$ cat config.mk
export PLATFORM = sky130hd
export DESIGN_NAME = input_port_controller
export DESIGN_NICKNAME = d
export VERILOG_FILES = /design/src/rtl/noc_defs.sv /design/src/rtl/flit_fifo.sv /design/src/rtl/input_port_controller.sv
export SDC_FILE = /design/constraint.sdc
export NUM_CORES = 1
export LEC_CHECK = 0
export BUFFER_PORTS_ARGS = -buffer_cell sky130_fd_sc_hd__buf_4
export CAP_MARGIN = 5
export CORE_UTILIZATION = 45
export DETAILED_ROUTE_END_ITERATION = 10
export MAX_ROUTING_LAYER = met4
export PLACE_DENSITY = 0.67
export SYNTH_ARGS = -nofsm -noshare
export SYNTH_HDL_FRONTEND = slang
export SYNTH_SLANG_ARGS = --single-unit
$ cat constraint.sdc
create_clock -name clk -period 7.2 [get_ports clk]
set_clock_uncertainty 0.1 [all_clocks]
set_input_delay 0.36 -clock clk [delete_from_list [all_inputs] [get_ports clk]]
set_output_delay 0.36 -clock clk [all_outputs]
set_load 0.05 [all_outputs]
$ cat src/rtl/noc_defs.sv
// rtl/noc_defs.sv - flit type and input-port FSM encodings shared by router stages
package noc_defs;

  typedef enum logic [1:0] {
    FLIT_BODY     = 2'b00,
    FLIT_HEAD     = 2'b01,
    FLIT_TAIL     = 2'b10,
    FLIT_HEADTAIL = 2'b11
  } flitType_e;

  typedef enum logic [1:0] {
    IDLE       = 2'b00,
    WAIT_GRANT = 2'b01,
    TRANSFER   = 2'b10
  } ipcState_e;

  function automatic logic opensPacket(flitType_e t);
    return (t == FLIT_HEAD) || (t == FLIT_HEADTAIL);
  endfunction

  function automatic logic closesPacket(flitType_e t);
    return (t == FLIT_TAIL) || (t == FLIT_HEADTAIL);
  endfunction

endpackage

$ cat src/rtl/flit_fifo.sv
// rtl/flit_fifo.sv - power-of-two flit buffer with combinational head read
module flit_fifo #(
  parameter int WIDTH = 16,
  parameter int DEPTH = 4
) (
  input  logic             clk,
  input  logic             rst_n,
  input  logic             wrEn,
  input  logic [WIDTH-1:0] wrData,
  input  logic             rdEn,
  output logic [WIDTH-1:0] rdData,
  output logic             empty,
  output logic             full
);

  localparam int PTR_W = (DEPTH > 1) ? $clog2(DEPTH) : 1;
  localparam logic [PTR_W:0] FULL_COUNT = DEPTH[PTR_W:0];

  logic [WIDTH-1:0] mem [DEPTH];
  logic [PTR_W-1:0] wrPtr;
  logic [PTR_W-1:0] rdPtr;
  logic [PTR_W:0]   count;
  logic             doWrite;
  logic             doRead;

  assign empty   = (count == '0);
  assign full    = (count == FULL_COUNT);
  assign doRead  = rdEn && !empty;
  // A pop frees the slot this edge, so a full buffer may still take a write.
  assign doWrite = wrEn && (!full || doRead);
  assign rdData  = mem[rdPtr];

  always_ff @(posedge clk or negedge rst_n) begin
    if (!rst_n) begin
      wrPtr <= '0;
      rdPtr <= '0;
      count <= '0;
    end else begin
      if (doWrite) wrPtr <= wrPtr + 1'b1;
      if (doRead)  rdPtr <= rdPtr + 1'b1;
      if (doWrite && !doRead)      count <= count + 1'b1;
      else if (doRead && !doWrite) count <= count - 1'b1;
    end
  end

  always_ff @(posedge clk) begin
    if (doWrite) mem[wrPtr] <= wrData;
  end

endmodule

$ cat src/rtl/input_port_controller.sv
// rtl/input_port_controller.sv - router input port: flit buffer, route latch and switch request FSM
module input_port_controller
  import noc_defs::*;
#(
  parameter int N             = 4,
  parameter int DATA_WIDTH    = 8,
  parameter int PhitPerFlit   = 2,
  parameter int REQUEST_WIDTH = 2,
  parameter int FIFO_DEPTH    = 4
) (
  input  logic                          clk,
  input  logic                          rst_n,
  input  logic [PhitPerFlit*DATA_WIDTH-1:0] in_flit,
  input  logic                          in_valid,
  output logic                          in_ready,
  output logic [PhitPerFlit*DATA_WIDTH-1:0] head_flit,
  input  logic [REQUEST_WIDTH-1:0]      route_req_msg,
  output logic                          sw_req,
  output logic [REQUEST_WIDTH-1:0]      sw_port,
  input  logic                          sw_grant,
  output logic [PhitPerFlit*DATA_WIDTH-1:0] out_flit,
  output logic                          out_valid,
  input  logic                          out_ready
);

  localparam int FLIT_W = PhitPerFlit * DATA_WIDTH;
  localparam int DEST_W = (N > 1) ? $clog2(N) : 1;

  ipcState_e        state;
  ipcState_e        nextState;
  flitType_e        headType;
  logic             readyReg;
  logic             fifoEmpty;
  logic             fifoFull;
  logic             pop;
  logic             latchPort;
  logic [DEST_W-1:0] unusedHeadDest;

  flit_fifo #(
    .WIDTH(FLIT_W),
    .DEPTH(FIFO_DEPTH)
  ) u_fifo (
    .clk   (clk),
    .rst_n (rst_n),
    .wrEn  (in_valid && in_ready),
    .wrData(in_flit),
    .rdEn  (pop),
    .rdData(head_flit),
    .empty (fifoEmpty),
    .full  (fifoFull)
  );

  // Destination bits are resolved by the external route decoder from head_flit.
  assign unusedHeadDest = head_flit[DEST_W-1:0];
  assign headType       = flitType_e'(head_flit[FLIT_W-1 -: 2]);
  assign in_ready       = readyReg && !fifoFull;
  assign out_flit       = head_flit;

  always_ff @(posedge clk or negedge rst_n) begin
    if (!rst_n) begin
      state    <= IDLE;
      sw_port  <= '0;
      readyReg <= 1'b0;
    end else begin
      state    <= nextState;
      readyReg <= 1'b1;
      if (latchPort) sw_port <= route_req_msg;
    end
  end

  always_comb begin
    nextState = state;
    pop       = 1'b0;
    latchPort = 1'b0;
    sw_req    = 1'b0;
    out_valid = 1'b0;
    case (state)
      IDLE: begin
        if (!fifoEmpty) begin
          if (opensPacket(headType)) begin
            nextState = WAIT_GRANT;
            latchPort = 1'b1;
          end else begin
            pop = 1'b1;  // stray BODY/TAIL with no open packet
          end
        end
      end
      WAIT_GRANT: begin
        sw_req = 1'b1;
        if (sw_grant) nextState = TRANSFER;
      end
      TRANSFER: begin
        sw_req    = 1'b1;
        out_valid = !fifoEmpty;
        if (out_valid && out_ready) begin
          pop = 1'b1;
          if (closesPacket(headType)) nextState = IDLE;
        end
      end
      default: nextState = IDLE;
    endcase
  end

endmodule

==> flow_summary.ini, run 1 <==
[global_routing]
grt_pass1_vias = 1638
grt_pass1_wl_um = 8190
use_met3_pct = 3.619
gr-usage-met1_pct = 19.06
grt.busiest_layer = met2
grt_util_met2_pct = 24.24
antenna_found_initial = 0
grt_max_degree = 21
grt_use_total_pct = 15.77
overflow = 0

[synthesis]
ys_seq_area_share_pct = 69.46
netlist_area_sq_mm = 0.003199
ys_ff_latch = 76
yosys_warnings = 0
synth_top_area_share_pct = 60.07
syn-num-nets = 207
yosys-top-cells-area = edfxtp_1 60%, mux4_2 11%, dfrtp_1 9.4%, buf_4 4.0%, ha_1 3.1%
syn_avg_cell_area_sq_um = 18.28
synth_cell_types = 33
yosysTopAreaCell = edfxtp_1
synth_cells = 175

[clock_network]
root_buffer = clkbuf_8
clk_latency_ns = 0.33
cts_buffers = 9
cts_tree = done
h-tree-depth = 3
post_cts_buffers = 0
cts_sinks = 76
clk_pin_slew_ns = 0.08
clock_path_buffers = 2

[drt]
vias = 1622
routed_via_density = 4.945
dr.pass1.iters = 4
wl_per_cell_um = 15.58
drtIter0Drc = 41
drc_errors = 0
finalWirelength_um = 5110
drtAntennaViolNets = 0

[status]
status = finished clean

[worst_hold_path]
hold_path_class = in -> reg
hold_depth = 1

[timing]
tns_ns = 0
fin_ws_ns = 4.373
slew_viol_final = 0
hold_viol = 0
rsz0062_at_grt = no
finalSetupViolCount = 0
finalCriticalPeriod_ns = 2.827
tightest_slew_ns = 0.8779
period_share_pct = 39.26
achievable-frequency_mhz = 353.8
slew_headroom_pct = 41.47

[final_layout]
area_delta_synth_final_pct = 18.50
final_common_cell = edfxtp_1
fin_nets = 259
diodes = 0
drive_above_1_share_pct = 40.09
mostFrequentLayoutCells = 64 x edfxtp_1, 60 x buf_4, 15 x mux4_2

[die]
core_area_sq_mm = 0.006832
initial_utilization_pct = 46.83
rows = 30
die-area_sq_mm = 0.007451
io_pins = 60
die_height_um = 86.32
die_w_um = 86.32

[critical_path]
start_kind = register
reg2regPathDepth = 7
worst_setup_path_end_kind = register
path_max_fanout = 20
required_ns = 7.32
arrival_ns = 2.95
ff2ff_setup_slack_ns = 4.37
worstSetupPathType = reg -> reg

[placement]
place.detailed.hpwl_um = 3380
place_congestion = 0.7367
io_buffer_count = 59
post-place-ws_ns = 4.328

[flow_run]
cap_violations = 0
==> metrics by stage <==
stage	utilization [%]	std cells	instance area, sq um	hold WS (ns)
floorplan	-	175	3199	-0.03559
global placement	53.02	311	3622	0.1115
detailed placement	53.02	311	3622	0.1116
CTS	55.49	328	3791	0.1065
global route	55.49	328	3791	0.1012
finish	55.49	328	3791	0.1246
==> per-layer routing <==
layer | wire length (um) | part of all wire [%]
met5 | 0 | 0
met4 | 93 | 1.8
met3 | 185 | 3.6
met2 | 2656 | 52
met1 | 2175 | 43
==> Yosys cell counts <==
cell / n
a21boi_0: 1
a21boi_1: 1
a21boi_2: 1
a21oi_1: 3
a2bb2oi_1: 1
and2_0: 1
and2_1: 1
and3_1: 4
buf_2: 1
buf_4: 17
buf_6: 1
clkbuf_1: 1
conb_1: 1
dfrtp_1: 12
edfxtp_1: 64
fa_1: 1
ha_1: 8
inv_1: 7
mux2_1: 2
mux2_2: 4
mux2i_1: 3
mux4_2: 15
nand2_1: 4
nand3_1: 3
nand4_1: 3
nor2_1: 3
nor2b_1: 2
o21ai_2: 1
o22a_1: 1
o31ai_1: 1
or3_1: 1
xnor2_1: 4
xor2_1: 2
==> path summary, 6_finish.rpt <==
| check | start | to |
|---|---|---|
| max | u_fifo.rdPtr[1] | u_fifo.count[1] |
| min | in_flit[8] | u_fifo.mem[2][8] |
| max reg2reg | u_fifo.rdPtr[1] | u_fifo.count[1] |
| min reg2reg | sw_port[0] | sw_port[0] |
| max in group asynchronous | rst_n | u_fifo.rdPtr[1] |
| min in group asynchronous | rst_n | sw_port[0] |
==> logic make-up after synthesis <==
kind of cell             count (synthesis)  synth area share, %
AO/OA/AOI/OAI                           10                2.347
XOR/XNOR                                 6                1.643
adder cells (fa/ha/maj)                  9                3.755
buffers and inverters                   27                5.436
flip-flops                              76                69.46
multiplexers                            24                13.61
other                                    1               0.1172
AND/OR/NAND/NOR                         22                3.637
==> critical path, cell delays in order, from the launching register on <==
cell and delay [ns]:
dfrtp_1 0.92, mux4_2 0.47, o21ai_2 0.16, nand2_1 0.11, ha_1 0.24, inv_1 0.07
fa_1 0.39, mux2_2 0.26
==> registers in the layout, summed over array words and instances, names as in the netlist <==
register,count
readyReg,1
u_fifo.mem,64
u_fifo.rdPtr,2
u_fifo.wrPtr,2
u_fifo.count,3
state,2
sw_port,2
==> final cells by class <==
class / count / area, sq um
multi-input combinational: 72 / 803.3
fill: 568 / 3040
clock buffer: 10 / 127.6
timing repair buffer: 61 / 460.4
clock inverter: 6 / 31.28
inverter: 7 / 26.28
sequential: 76 / 2222
tap: 96 / 120.1
==> repair_timing <==
action / 4_1_cts / 5_1_grt
gates resized for setup: 0 / 0
hold endpoints to repair: 12 / 0
setup endpoints to repair: 0 / 0
hold buffers: 1 / 0
Power of run 1 is not shown: default switching activity piles up to over one toggle a cycle in this logic, so the estimate is an artifact.
==> run 2: changes to the inputs <==
PLACE_DENSITY = 0.69   (was 0.67)
clock period = 2.35 ns   (was 7.2 ns; I/O delays follow)
==> flow_summary.ini, run 2 (synthesis gave the netlist of run 1 again) <==
[global_routing]
use_met3_pct = 4.381
gr-usage-met1_pct = 18.80
grt_use_total_pct = 15.81
grt_pass1_wl_um = 8211
grt_pass1_vias = 1680
grt_max_degree = 21
grt.busiest_layer = met2
grt_util_met2_pct = 25.69
antenna_found_initial = 0
overflow = 0

[clock_network]
h-tree-depth = 3
clk_pin_slew_ns = 0.08
cts_sinks = 76
cts_tree = done
cts_buffers = 9
post_cts_buffers = 0
root_buffer = clkbuf_8
clk_latency_ns = 0.34
clock_path_buffers = 2

[final_layout]
mostFrequentLayoutCells = 67 x buf_4, 64 x edfxtp_1, 19 x dlygate4sd3_1
final_common_cell = buf_4
fin_nets = 284
design_area_sq_mm = 0.004063
largest_reg_flops = 64
area_delta_synth_final_pct = 26.98
largest_registers = u_fifo.mem: 64 flops, u_fifo.count: 3 flops
largest-register = u_fifo.mem
diodes = 0
drive_above_1_share_pct = 40.86

[drt]
wl_per_cell_um = 14.79
routed_via_density = 4.799
drtIter0Drc = 62
drc_errors = 0
vias = 1694
dr.pass1.iters = 4
finalWirelength_um = 5221
drtAntennaViolNets = 0

[placement]
place_congestion = 0.7219
placedInstanceArea_sq_mm = 0.003685
place.detailed.hpwl_um = 3374
io_buffer_count = 59

[worst_hold_path]
hold_path_class = in -> async

[flow_run]
cap_violations = 0

[die]
die_w_um = 86.32
die-area_sq_mm = 0.007451
core_area_sq_mm = 0.006832
io_pins = 60
rows = 30
die_height_um = 86.32
initial_utilization_pct = 46.83

[timing]
finalSetupViolCount = 0
slew_viol_final = 0
finalCriticalPeriod_ns = 2.284
hold_viol = 0
period_share_pct = 97.18
timing.hold.ws_ns = 0.05660
achievable-frequency_mhz = 437.9

[critical_path]
required_ns = 2.48
path_max_fanout = 2
worstSetupPathType = reg -> reg
worst_setup_path_end_kind = register
start_kind = register
arrival_ns = 2.41

[status]
status = finished clean
-- run 2: cell types whose count changed in the layout (fill, tap and decap cells not counted), moves of 2 or more --
cell           change
buf_4              +7
clkinv_1           -2
clkinvlp_4         -2
dlygate4sd3_1     +18
-- run 2: worst max-delay path, cell delays in order, from the launching register on --
cell and delay, ns:
edfxtp_1 0.40, mux4_2 0.49, o21ai_2 0.18, nand2_2 0.08, ha_2 0.20, inv_2 0.05
fa_1 0.40, mux2_2 0.27
-- run 2: per-layer routing --
layer,part of all wire (%),wire [um],vias up
li1,-,-,809
met1,44,2304,841
met2,51,2647,37
met3,3.7,195,7
met4,1.4,74,0
met5,0,0,-
-- run 2: final cells by class --
cell class / instances / area [sq um]
Clock buffer: 11 / 131.4
Clock inverter: 5 / 52.55
Fill cell: 541 / 2769
Inverter: 7 / 26.28
Multi-Input combinational cell: 72 / 815.8
Sequential cell: 76 / 2223
Tap cell: 96 / 120.1
Timing Repair Buffer: 86 / 693.2
-- run 2: worst paths after layout --
path,from,to,slack [ns],depth (start not counted)
worst min-delay path,rst_n,state[1],0.06,2
worst max register to register,u_fifo.mem[0][14],u_fifo.count[1],0.07,7
max in group asynchronous,rst_n,u_fifo.count[0],1.92,2
worst max-delay path,u_fifo.mem[0][14],u_fifo.count[1],0.07,7
min in group clk,sw_grant,state[1],0.09,4
worst min register to register,sw_port[1],sw_port[1],0.40,1
-- run 2: repair_timing --
| item | CTS | global route |
|---|---|---|
| resized for setup | 0 | 3 |
| setup endpoints to repair | 0 | 2 |
| hold buffers | 19 | 0 |
| hold endpoints to repair | 78 | 0 |
-- run 2: through the flow --
step | setup WS [ns] | TNS, ns | util [%] | cells
5_1_grt | -0.007212 | -0.01346 | 59.47 | 353
4_1_cts | 0.03725 | 0 | 59.41 | 353
3_5_place_dp | 0.05343 | 0 | 53.94 | 318
6_report | 0.06632 | 0 | 59.47 | 353
2_1_floorplan | -0.1289 | -0.1399 | - | 175
3_3_place_gp | 0.08657 | 0 | 53.94 | 318
Power of run 2 is left out for the same reason.
